File: config.mk
export PLATFORM = sky130hd
export DESIGN_NAME = mig_tt_sweeper_flat
export DESIGN_NICKNAME = d
export VERILOG_FILES = /design/src/rtl/mig_tt_sweeper_if.sv /design/src/rtl/mig_tt_sweeper.sv /design/src/flat_wrapper.sv
export SDC_FILE = /design/constraint.sdc
export NUM_CORES = 1
export LEC_CHECK = 0
export CORE_MARGIN = 2
export CORE_UTILIZATION = 40
export DETAILED_ROUTE_END_ITERATION = 16
export GPL_TIMING_DRIVEN = 0
export HOLD_SLACK_MARGIN = 0.1
export PLACE_DENSITY = 0.65
export SLEW_MARGIN = 20
export SYNTH_ARGS = -nofsm -noshare
export SYNTH_HDL_FRONTEND = slang
export SYNTH_SLANG_ARGS = --single-unit
File: constraint.sdc
create_clock -name clk -period 4.2 [get_ports clk]
set_input_delay 0.84 -clock clk [delete_from_list [all_inputs] [get_ports clk]]
set_output_delay 0.84 -clock clk [all_outputs]
set_load 0.03 [all_outputs]
File: src/rtl/mig_tt_sweeper_if.sv
// Sweeper <-> harness bundle: control/result signals plus the pi/po pins to the netlist.
interface mig_tt_sweeper_if #(
   parameter int N_PI = 4,
   parameter int N_PO = 1
);
   localparam int TTW = N_PO * (1 << N_PI);

   logic            start;
   logic            abort;
   logic [TTW-1:0]  expected_tt;
   logic [N_PI-1:0] pi;
   logic [N_PO-1:0] po;
   logic            busy;
   logic            done;
   logic            pass;
   logic [TTW-1:0]  tt_out;
   logic [N_PI:0]   mismatch_cnt;
   logic [N_PI-1:0] first_fail;

   modport master (
      output start, abort, expected_tt, po,
      input  pi, busy, done, pass, tt_out, mismatch_cnt, first_fail
   );

   modport slave (
      input  start, abort, expected_tt, po,
      output pi, busy, done, pass, tt_out, mismatch_cnt, first_fail
   );
endinterface

File: src/rtl/mig_tt_sweeper.sv
// Exhaustive pi sweep of a MIG netlist, po capture into a truth table and compare against a golden copy.
// Each pattern takes SETTLE+1 cycles; start is ignored while busy, abort cancels a sweep.
module mig_tt_sweeper #(
   parameter int N_PI   = 4,
   parameter int N_PO   = 1,
   parameter int SETTLE = 0
) (
   input logic          clk,
   input logic          rst_n,
   mig_tt_sweeper_if.slave bus
);
   localparam int NPAT = 1 << N_PI;
   localparam int TTW  = N_PO * NPAT;
   localparam int CW   = (SETTLE > 0) ? $clog2(SETTLE + 1) : 1;

   typedef enum logic [1:0] {IDLE, RUN, DONE} state_t;

   state_t          state;
   logic [N_PI-1:0] idx;
   logic [CW-1:0]   cnt;
   logic [TTW-1:0]  exp_q;
   logic [TTW-1:0]  tt_q;
   logic [N_PI:0]   miss_q;
   logic [N_PI-1:0] first_q;
   logic            busy_q;
   logic            done_q;
   logic            pass_q;

   logic [N_PO-1:0] exp_slice;
   logic            differ;

   assign exp_slice = exp_q[int'(idx) * N_PO +: N_PO];
   assign differ    = (bus.po != exp_slice);

   assign bus.pi           = idx;
   assign bus.busy         = busy_q;
   assign bus.done         = done_q;
   assign bus.pass         = pass_q;
   assign bus.tt_out       = tt_q;
   assign bus.mismatch_cnt = miss_q;
   assign bus.first_fail   = first_q;

   always_ff @(posedge clk or negedge rst_n) begin
      if (!rst_n) begin
         state   <= IDLE;
         idx     <= '0;
         cnt     <= '0;
         exp_q   <= '0;
         tt_q    <= '0;
         miss_q  <= '0;
         first_q <= '0;
         busy_q  <= 1'b0;
         done_q  <= 1'b0;
         pass_q  <= 1'b0;
      end else begin
         done_q <= 1'b0;
         case (state)
            IDLE, DONE: begin
               if (bus.start) begin
                  state   <= RUN;
                  exp_q   <= bus.expected_tt;
                  tt_q    <= '0;
                  miss_q  <= '0;
                  first_q <= '0;
                  pass_q  <= 1'b0;
                  idx     <= '0;
                  cnt     <= CW'(SETTLE);
                  busy_q  <= 1'b1;
               end
            end
            RUN: begin
               // abort outranks a sample landing on the same edge
               if (bus.abort) begin
                  state  <= IDLE;
                  busy_q <= 1'b0;
                  pass_q <= 1'b0;
                  idx    <= '0;
               end else if (cnt != '0) begin
                  cnt <= cnt - CW'(1);
               end else begin
                  tt_q[int'(idx) * N_PO +: N_PO] <= bus.po;
                  if (differ) begin
                     miss_q <= miss_q + (N_PI + 1)'(1);
                     if (miss_q == '0)
                        first_q <= idx;
                  end
                  if (&idx) begin
                     state  <= DONE;
                     busy_q <= 1'b0;
                     done_q <= 1'b1;
                     pass_q <= (miss_q == '0) && !differ;
                  end else begin
                     idx <= idx + N_PI'(1);
                     cnt <= CW'(SETTLE);
                  end
               end
            end
            default: state <= IDLE;
         endcase
      end
   end
endmodule

File: src/flat_wrapper.sv
// flat-port wrapper written by rule: the top's interface ports become plain ports
module mig_tt_sweeper_flat 
#(
   parameter int N_PI   = 4,
   parameter int N_PO   = 1,
   parameter int SETTLE = 0
)
  (clk, rst_n, bus_start, bus_abort, bus_expected_tt, bus_po, bus_pi, bus_busy, bus_done, bus_pass, bus_tt_out, bus_mismatch_cnt, bus_first_fail);
  mig_tt_sweeper_if #(.N_PI(N_PI), .N_PO(N_PO)) bus_i ();
  input logic clk;
  input logic rst_n;
  input wire logic [$bits(bus_i.start)-1:0] bus_start;
  input wire logic [$bits(bus_i.abort)-1:0] bus_abort;
  input wire logic [$bits(bus_i.expected_tt)-1:0] bus_expected_tt;
  input wire logic [$bits(bus_i.po)-1:0] bus_po;
  output wire logic [$bits(bus_i.pi)-1:0] bus_pi;
  output wire logic [$bits(bus_i.busy)-1:0] bus_busy;
  output wire logic [$bits(bus_i.done)-1:0] bus_done;
  output wire logic [$bits(bus_i.pass)-1:0] bus_pass;
  output wire logic [$bits(bus_i.tt_out)-1:0] bus_tt_out;
  output wire logic [$bits(bus_i.mismatch_cnt)-1:0] bus_mismatch_cnt;
  output wire logic [$bits(bus_i.first_fail)-1:0] bus_first_fail;
  assign bus_i.start = bus_start;
  assign bus_i.abort = bus_abort;
  assign bus_i.expected_tt = bus_expected_tt;
  assign bus_i.po = bus_po;
  assign bus_pi = bus_i.pi;
  assign bus_busy = bus_i.busy;
  assign bus_done = bus_i.done;
  assign bus_pass = bus_i.pass;
  assign bus_tt_out = bus_i.tt_out;
  assign bus_mismatch_cnt = bus_i.mismatch_cnt;
  assign bus_first_fail = bus_i.first_fail;
  mig_tt_sweeper #(.N_PI(N_PI), .N_PO(N_PO), .SETTLE(SETTLE)) u_core (.clk(clk), .rst_n(rst_n), .bus(bus_i));
endmodule
==> results of run 1 <==
==> cell families after synthesis <==
kind of cell             synth area share (%)
XOR/XNOR                                0.692
multiplexers                             5.73
flip-flops                               49.4
AND/OR/NAND/NOR                          19.8
adder cells (fa/ha/maj)                  3.95
AO/OA/AOI/OAI                            16.5
buffers and inverters                    3.90
==> synth_stat cells (2+ instances only) <==
cell type  number  area [um^2]
or2_2           2         12.5
nand2b_1        3         18.8
buf_1           2         7.51
mux4_2          2         45.0
nand3_1         6         30.0
dfrtp_1        50         1250
o21ai_0        34          170
mux2i_1        10          100
inv_1           8         30.0
a21oi_1        20          100
a22o_1          5         43.8
nor2_1          6         22.5
nor2b_1         5         31.3
nor4_1          2         12.5
nand4_1         2         12.5
nand2_1        74          278
ha_1            8          100
clkbuf_1        9         33.8
and2_1          2         12.5
a32o_1          3         30.0
nor3_1          5         25.0
==> state kept, by name (all words and copies together) (netlist names) <==
signal,flops
u_core.bus.busy,1
u_core.bus.done,1
u_core.state,2
u_core.bus.first_fail,4
u_core.bus.pass,1
u_core.exp_q,16
u_core.bus.pi,4
u_core.bus.tt_out,16
u_core.bus.mismatch_cnt,5
==> per-layer routing <==
metal  vias up  track usage, %  share of wire [%]
met5         -               0                  0
met4         0            4.69               0.60
met3         4            3.26                4.3
met2        55            29.7                 49
met1      1071            23.1                 46
li1       1083               -                  -
==> where the power goes <==
part	internal [mW]	switching, mW
clock network	0.133	0.157
logic	0.204	0.290
registers	0.544	0.0588
==> metrics by stage <==
stage	setup WS, ps	cells	util (%)
final	1310	414	54.0
after global routing	1130	414	54.0
after CTS	1320	414	54.0
after detailed placement	1320	406	52.5
after global placement	862	405	52.2
after floorplan	1510	278	-
==> critical path, stage by stage (launching register included) <==
cell      delay (ps)
dfrtp_1          470
buf_6            200
clkbuf_1         360
inv_1            150
ha_1             430
nand2_1           60
or4b_2           660
or2_2            320
o21ai_0          160
==> final cells by class <==
class / instances / area share [%]
Multi-Input combinational cell: 205 / 36.3
Timing Repair Buffer: 53 / 16.5
Clock inverter: 1 / 0.154
Tap cell: 75 / 2.88
Clock buffer: 7 / 2.65
Sequential cell: 50 / 38.5
Inverter: 9 / 1.04
Buffer: 14 / 2.00
==> worst max path at each step <==
| stage | startpoint | endpoint | slack, ps | cells past startpoint |
|---|---|---|---|---|
| after global placement | rst_n | u_core.bus.busy$_DFFE_PN0P_ | 860 | 1 |
| after CTS | u_core.bus.pi[0]$_DFFE_PN0P_ | u_core.bus.tt_out[10]$_DFFE_PN0P_ | 1320 | 8 |
| after global routing | u_core.bus.pi[0]$_DFFE_PN0P_ | u_core.bus.tt_out[10]$_DFFE_PN0P_ | 1130 | 8 |
| after floorplan | u_core.bus.pi[0]$_DFFE_PN0P_ | u_core.bus.tt_out[2]$_DFFE_PN0P_ | 1510 | 8 |
| after detailed placement | bus_start | u_core.bus.tt_out[9]$_DFFE_PN0P_ | 1320 | 7 |
| final | u_core.bus.pi[0]$_DFFE_PN0P_ | u_core.bus.tt_out[10]$_DFFE_PN0P_ | 1310 | 8 |
==> cell usage in the layout (no fill, tap or decap), drive strengths merged, types with 7 or more instances in the layout <==
| cell | synthesis | layout |
|---|---|---|
| nand2 | 74 | 74 |
| clkdlybuf4s50 | 0 | 51 |
| dfrtp | 50 | 50 |
| o21ai | 35 | 35 |
| a21oi | 20 | 20 |
| clkbuf | 9 | 16 |
| mux2i | 10 | 10 |
| inv | 9 | 9 |
| ha | 8 | 8 |
| buf | 5 | 7 |
==> flow_summary.json, run 1 <==
{
  "syn_to_final_growth_pct": 28.5,
  "dr.first_iter.drc_count": 102,
  "required_ps": 4420,
  "hpwl_um": 4480,
  "netlist_area_um2": 2530,
  "rr_endpoint": "u_core.bus.tt_out[10]$_DFFE_PN0P_",
  "antenna_cells": 0,
  "critPathLaunchType": "flop",
  "cts_root_buffer": "clkbuf_8",
  "die_h_um": 83.6,
  "status": "completed",
  "vias": 2213,
  "multi_input_area_um2": 1180,
  "mappedNetlistNets": 307,
  "portBuffers": 52,
  "maxCapViolations": 0,
  "power.leakage_nw": 1.47,
  "routed_wl_um": 5950,
  "gp_congestion": 0.869,
  "io_pins": 53,
  "worstMarginPinSlew_ps": 590,
  "holdWs_ps": 476,
  "synth_cell_types": 41,
  "cts_setup_buffers": 0,
  "coreArea_um2": 6030,
  "vias_per_cell": 5.35,
  "worstSetupPathType": "reg -> reg",
  "p_total_mw": 1.39,
  "nets": 367,
  "cts_hold_buf": 0,
  "place_area_um2": 3160,
  "clk_latency_ps": 300,
  "finalMaxSlewViolations": 0,
  "finalHoldViolations": 0,
  "cts_buffer_depth": 2,
  "firstDrtPassIters": 5,
  "rows": 28,
  "clk_pin_slew_ps": 90,
  "ys_seq_area_share_pct": 49.4,
  "fin_skew_ps": 6.66,
  "htree_num_levels": 2,
  "track_usage_pct": 17.6,
  "fill_cells": 592,
  "syn-instance-count": 278,
  "finalCritPeriodShare_pct": 68.8,
  "synth_area_per_cell_um2": 9.11,
  "r2r_setup_slack_ps": 1310,
  "grt_pass1_wl_um": 10000,
  "wl_per_cell_um": 14.4,
  "synth-main-ff-cell": "dfrtp_1",
  "synth-seq-cells": 50,
  "cts_tree": "yes",
  "ys_warn_count": 0,
  "start_util_pct": 42.0,
  "overflow": 0,
  "cp-end-kind": "flop",
  "antenna_found_initial": 0,
  "grt_pass1_vias": 2071,
  "ff2ff_path_depth": 8,
  "cts_made_buffers": 5,
  "drc": 0,
  "finish.instance_area_um2": 3250,
  "synthArstFlopShare_pct": 100,
  "hp-class": "in -> async",
  "p_per_area_nw_per_um2": 427,
  "ant_nets": 0,
  "synth-edff-count": 0,
  "setup_viol": 0,
  "peakVddDrop_uv": 203,
  "slew-limit-headroom_pct": 60.3,
  "tns_ps": 0,
  "grt_max_degree": 32,
  "rsz0062_at_grt": "false",
  "fmax_mhz": 346,
  "drive_gt1_share_pct": 5.60,
  "seqCellArea_um2": 1250,
  "worstPathMaxFanout": 10,
  "dieArea_um2": 6980,
  "r2r_start": "u_core.bus.pi[0]$_DFFE_PN0P_",
  "die_w_um": 83.6,
  "arrival_ps": 3110,
  "post_cts_resized": 0,
  "cts_sinks": 50,
  "min_period_ps": 2890
}
No activity file was read; power rests on OpenSTA's default activity.
==> run 2, diff against run 1 <==
==> constraint.sdc (replaced) <==
create_clock -name clk -period 3 [get_ports clk]
set_input_delay 0.6 -clock clk [delete_from_list [all_inputs] [get_ports clk]]
set_output_delay 0.6 -clock clk [all_outputs]
set_load 0.03 [all_outputs]
==> run 2 against run 1 <==
Against the previous run: worst setup slack worse by 1000 ps; first-iteration DRC count down 0.98%; cell count unchanged; via count down 0.36%; sequential share of layout area about the same; maximum frequency up 6.8%; non-clock buffer count unchanged; largest cell class unchanged; highest routed layer unchanged.
==> flow_summary.json, run 2 (synthesis gave the netlist of run 1 again) <==
{
  "cts_made_buffers": 5,
  "finalCritPeriodShare_pct": 90.2,
  "vias_per_cell": 5.33,
  "holdWs_ps": 235,
  "finalHoldViolations": 0,
  "arrival_ps": 2930,
  "cts_tree": "yes",
  "p_per_area_nw_per_um2": 597,
  "crit_start": "u_core.bus.pi[0]$_DFFE_PN0P_",
  "gp_congestion": 0.869,
  "worstMarginPinSlew_ps": 589,
  "die_h_um": 83.6,
  "overflow": 0,
  "crit_cells": 8,
  "worstPathCellList": "buf_6, clkbuf_2, inv_1, ha_1, nand2_1, or4b_2, or2_2, o21ai_0",
  "htree_num_levels": 2,
  "ant_nets": 0,
  "worstSetupPathType": "reg -> reg",
  "rows": 28,
  "cts_setup_buffers": 0,
  "crit_buf_inv": 3,
  "drive_gt1_share_pct": 5.90,
  "cts_root_buffer": "clkbuf_8",
  "worstPathMaxFanout": 10,
  "die_w_um": 83.6,
  "cp-end-kind": "flop",
  "place_ws_ps": 167,
  "peakVddDrop_uv": 284,
  "track_usage_pct": 17.6,
  "syn_to_final_growth_pct": 28.5,
  "r2r_start": "u_core.bus.pi[0]$_DFFE_PN0P_",
  "portBuffers": 52,
  "clk_pin_slew_ps": 90,
  "wl_per_cell_um": 14.4,
  "ff2ff_path_depth": 8,
  "io_pins": 53,
  "multi_input_area_um2": 1180,
  "status": "completed",
  "hp-class": "in -> async",
  "coreArea_um2": 6030,
  "critPathLaunchType": "flop",
  "routed_wl_um": 5950,
  "r2r_setup_slack_ps": 300,
  "fill_cells": 593,
  "mostFrequentLayoutCells": "nand2_1, clkdlybuf4s50_1, dfrtp_1",
  "clk_latency_ps": 300,
  "maxCapViolations": 0,
  "grt_max_degree": 32,
  "min_period_ps": 2700,
  "cp_top_family": "simple AND/OR/NAND/NOR gates",
  "slew-limit-headroom_pct": 60.4,
  "cpPeakStageDelay_ps": 660,
  "seqCellArea_um2": 1250,
  "crit_path_end": "u_core.bus.tt_out[10]$_DFFE_PN0P_",
  "start_util_pct": 42.0,
  "dr.first_iter.drc_count": 101,
  "vias": 2205,
  "cts_buffer_depth": 2,
  "fin_ws_ps": 295,
  "crit_slowest_cell": "or4b_2",
  "power.leakage_nw": 1.48,
  "dieArea_um2": 6980,
  "finalMaxSlewViolations": 0,
  "fmax_mhz": 370,
  "nets": 367,
  "final_common_cell": "nand2_1",
  "fin_skew_ps": 6.99,
  "setup_viol": 0,
  "grt_pass1_vias": 2071,
  "drc": 0,
  "grt_pass1_wl_um": 10000,
  "antenna_found_initial": 0,
  "cts_sinks": 50,
  "firstDrtPassIters": 5,
  "rr_endpoint": "u_core.bus.tt_out[10]$_DFFE_PN0P_",
  "required_ps": 3220,
  "rsz0062_at_grt": "false",
  "antenna_cells": 0,
  "hpwl_um": 4480
}
[run 2: power breakdown]
| part | internal, mW | leakage [nW] | switching [mW] | total (mW) |
|---|---|---|---|---|
| clock network | 0.187 | 0.0482 | 0.221 | 0.407 |
| logic | 0.287 | 0.763 | 0.406 | 0.692 |
| registers | 0.761 | 0.664 | 0.0822 | 0.844 |
[run 2: how the worst min path moves through the flow]
stage,startpoint,end,slack [ps],depth (start not counted)
finish,rst_n,u_core.bus.tt_out[12]$_DFFE_PN0P_,230,1
detailed placement,u_core.exp_q[1]$_DFFE_PN0P_,u_core.exp_q[1]$_DFFE_PN0P_,460,2
global route,rst_n,u_core.bus.tt_out[11]$_DFFE_PN0P_,280,1
CTS,rst_n,u_core.bus.tt_out[12]$_DFFE_PN0P_,250,1
global placement,u_core.exp_q[5]$_DFFE_PN0P_,u_core.exp_q[5]$_DFFE_PN0P_,460,2
floorplan,rst_n,u_core.bus.busy$_DFFE_PN0P_,300,0
[run 2: metal layers]
layer	part of all wire, %	GRT usage (%)	routed length [um]	vias to the layer above
met4	0.76	4.69	45	0
met3	3.6	3.26	214	5
met5	0	0	0	-
met2	49	29.7	2900	46
met1	47	23.1	2790	1071
li1	-	-	-	1083
[run 2: area by class of cell]
type / instances / share of cell area (%)
Timing Repair Buffer: 53 / 16.5
Clock inverter: 1 / 0.154
Tap cell: 75 / 2.88
Multi-Input combinational cell: 205 / 36.3
Inverter: 9 / 1.04
Clock buffer: 7 / 2.65
Sequential cell: 50 / 38.4
Buffer: 14 / 2.04
[run 2: stage by stage]
stage / instance area [um^2] / utilization (%) / setup TNS (ps) / instances / power, mW
after floorplan: 2530 / - / 0 / 278 / 1.30
after global placement: 3150 / 52.2 / -4780 / 405 / 1.53
after detailed placement: 3160 / 52.5 / 0 / 406 / 1.55
after CTS: 3250 / 54.0 / 0 / 414 / 1.96
after global routing: 3250 / 54.0 / 0 / 414 / 2.07
final: 3250 / 54.0 / 0 / 414 / 1.94
[run 2: repair_timing]
item	in CTS	in global routing
hold buffers	0	0
resized for setup	0	2
setup endpoints to repair	0	2
==> run 3, diff against run 2 <==
--- a/config.mk
+++ b/config.mk
@@ -10,7 +10,7 @@
 export DETAILED_ROUTE_END_ITERATION = 16
 export GPL_TIMING_DRIVEN = 0
 export HOLD_SLACK_MARGIN = 0.1
-export PLACE_DENSITY = 0.65
+export PLACE_DENSITY = 0.74
 export SLEW_MARGIN = 20
 export SYNTH_ARGS = -nofsm -noshare
 export SYNTH_HDL_FRONTEND = slang
==> run 3 against run 2 <==
Against the previous run: power about the same; clock power shrank 1%; critical path depth did not move; flip-flop and latch count unchanged; sequential power is essentially flat; global-route usage rose by 0.25 points; maximum frequency decreased by 0.33%; clock-buffer cell count unchanged; via count decreased by 0.68%; combinational power about the same; highest routed layer unchanged.
==> flow_summary.json, run 3 (synthesis gave the netlist of run 1 again) <==
{
  "peakVddDrop_uv": 291,
  "overflow": 0,
  "grt_pass1_wl_um": 10200,
  "tns_ps": 0,
  "vias_per_cell": 5.29,
  "track_usage_pct": 17.8,
  "worstMarginPinSlew_ps": 546,
  "setup_viol": 0,
  "cts_buffer_depth": 2,
  "finalMaxSlewViolations": 0,
  "hpwl_um": 4540,
  "cts_root_buffer": "clkbuf_8",
  "cts_made_buffers": 5,
  "p_per_area_nw_per_um2": 597,
  "rows": 28,
  "wl_per_cell_um": 14.5,
  "routed_wl_um": 5990,
  "worstPathMaxFanout": 10,
  "min_period_ps": 2710,
  "coreArea_um2": 6030,
  "antenna_found_initial": 0,
  "clk_pin_slew_ps": 90,
  "worstSetupPathType": "reg -> reg",
  "firstDrtPassIters": 4,
  "maxCapViolations": 0,
  "fmax_mhz": 369,
  "slew-limit-headroom_pct": 63.3,
  "start_util_pct": 42.0,
  "cp-end-kind": "flop",
  "multi_input_area_um2": 1180,
  "hp-class": "in -> async",
  "fin_util_pct": 54.0,
  "required_ps": 3220,
  "ant_nets": 0,
  "finalHoldViolations": 0,
  "status": "completed",
  "power.leakage_nw": 1.48,
  "stdcell_count": 414,
  "clk_latency_ps": 300,
  "drive_gt1_share_pct": 5.90,
  "portBuffers": 52,
  "mostFrequentLayoutCells": "nand2_1, clkdlybuf4s50_1, dfrtp_1",
  "fin_skew_ps": 6.87,
  "seqCellArea_um2": 1250,
  "cts_tree": "yes",
  "grt_pass1_vias": 2117,
  "nets": 367,
  "antenna_cells": 0,
  "cts_sinks": 50,
  "arrival_ps": 2930,
  "die_w_um": 83.6,
  "htree_num_levels": 2,
  "dr.first_iter.drc_count": 77,
  "critPathLaunchType": "flop",
  "die_h_um": 83.6,
  "syn_to_final_growth_pct": 28.5,
  "dieArea_um2": 6980,
  "final_common_cell": "nand2_1",
  "finalCritPeriodShare_pct": 90.5,
  "place_inst": 406,
  "rsz0062_at_grt": "false",
  "gp_congestion": 0.848,
  "grt_max_degree": 28,
  "fill_cells": 555,
  "drc": 0,
  "io_pins": 53,
  "vias": 2190
}
run 3: cell counts in the layout (fill, tap and decap cells not counted):
No cell type changed its count.
run 3: final timing paths:
check,from,endpoint,slack (ps),cells after the start
worst max-delay path,u_core.bus.pi[0]$_DFFE_PN0P_,u_core.bus.tt_out[10]$_DFFE_PN0P_,290,8
worst min-delay path,rst_n,u_core.bus.tt_out[15]$_DFFE_PN0P_,280,1
worst max register to register,u_core.bus.pi[0]$_DFFE_PN0P_,u_core.bus.tt_out[10]$_DFFE_PN0P_,290,8
worst min register to register,u_core.exp_q[10]$_DFFE_PN0P_,u_core.exp_q[10]$_DFFE_PN0P_,480,2
max in group asynchronous,rst_n,u_core.bus.pi[3]$_DFFE_PN0P_,2200,2
min in group clk,u_core.exp_q[10]$_DFFE_PN0P_,u_core.exp_q[10]$_DFFE_PN0P_,480,2
run 3: what timing repair did:
item	in CTS	in global routing
resized for setup	0	2
setup endpoints to repair	0	2
setup buffers	0	0
hold buffers	0	0
run 3: stage by stage:
stage / hold WS [ps] / power [mW] / area, um^2 / setup slack [ps]
floorplan: 304 / 1.30 / 2530 / 313
global placement: 457 / 1.53 / 3150 / -60.8
detailed placement: 464 / 1.55 / 3160 / 147
CTS: 288 / 1.96 / 3250 / 114
global route: 314 / 2.06 / 3250 / 148
finish: 278 / 1.94 / 3250 / 286
run 3: layout make-up:
| type | count | share of cell area, % |
|---|---|---|
| multi-input cells | 205 | 36.3 |
| well taps | 75 | 2.88 |
| clock buffers | 7 | 2.65 |
| repair buffers | 53 | 16.5 |
| clock inverters | 1 | 0.154 |
| inverters | 9 | 1.04 |
| flip-flops and latches | 50 | 38.4 |
| plain buffers | 14 | 2.04 |
run 3: per-layer routing:
metal | share of wire, % | track usage (%) | vias up
met5 | 0 | 0 | -
met4 | 1.2 | 4.40 | 0
met3 | 4.4 | 3.66 | 8
met2 | 48 | 29.9 | 61
met1 | 46 | 23.6 | 1043
li1 | - | - | 1078
run 3: worst max-delay path, stage by stage (launching register included):
cell and delay (ps):
dfrtp_1 470, buf_6 200, clkbuf_2 230, inv_1 110, ha_1 400, nand2_1 80, or4b_2 640, or2_2 320
o21ai_0 170
run 3: power breakdown:
group / switching [mW] / internal (mW) / total (mW)
Sequential: 0.0846 / 0.761 / 0.846
Clock: 0.216 / 0.186 / 0.403
Combinational: 0.406 / 0.287 / 0.693
Total: 0.707 / 1.23 / 1.94
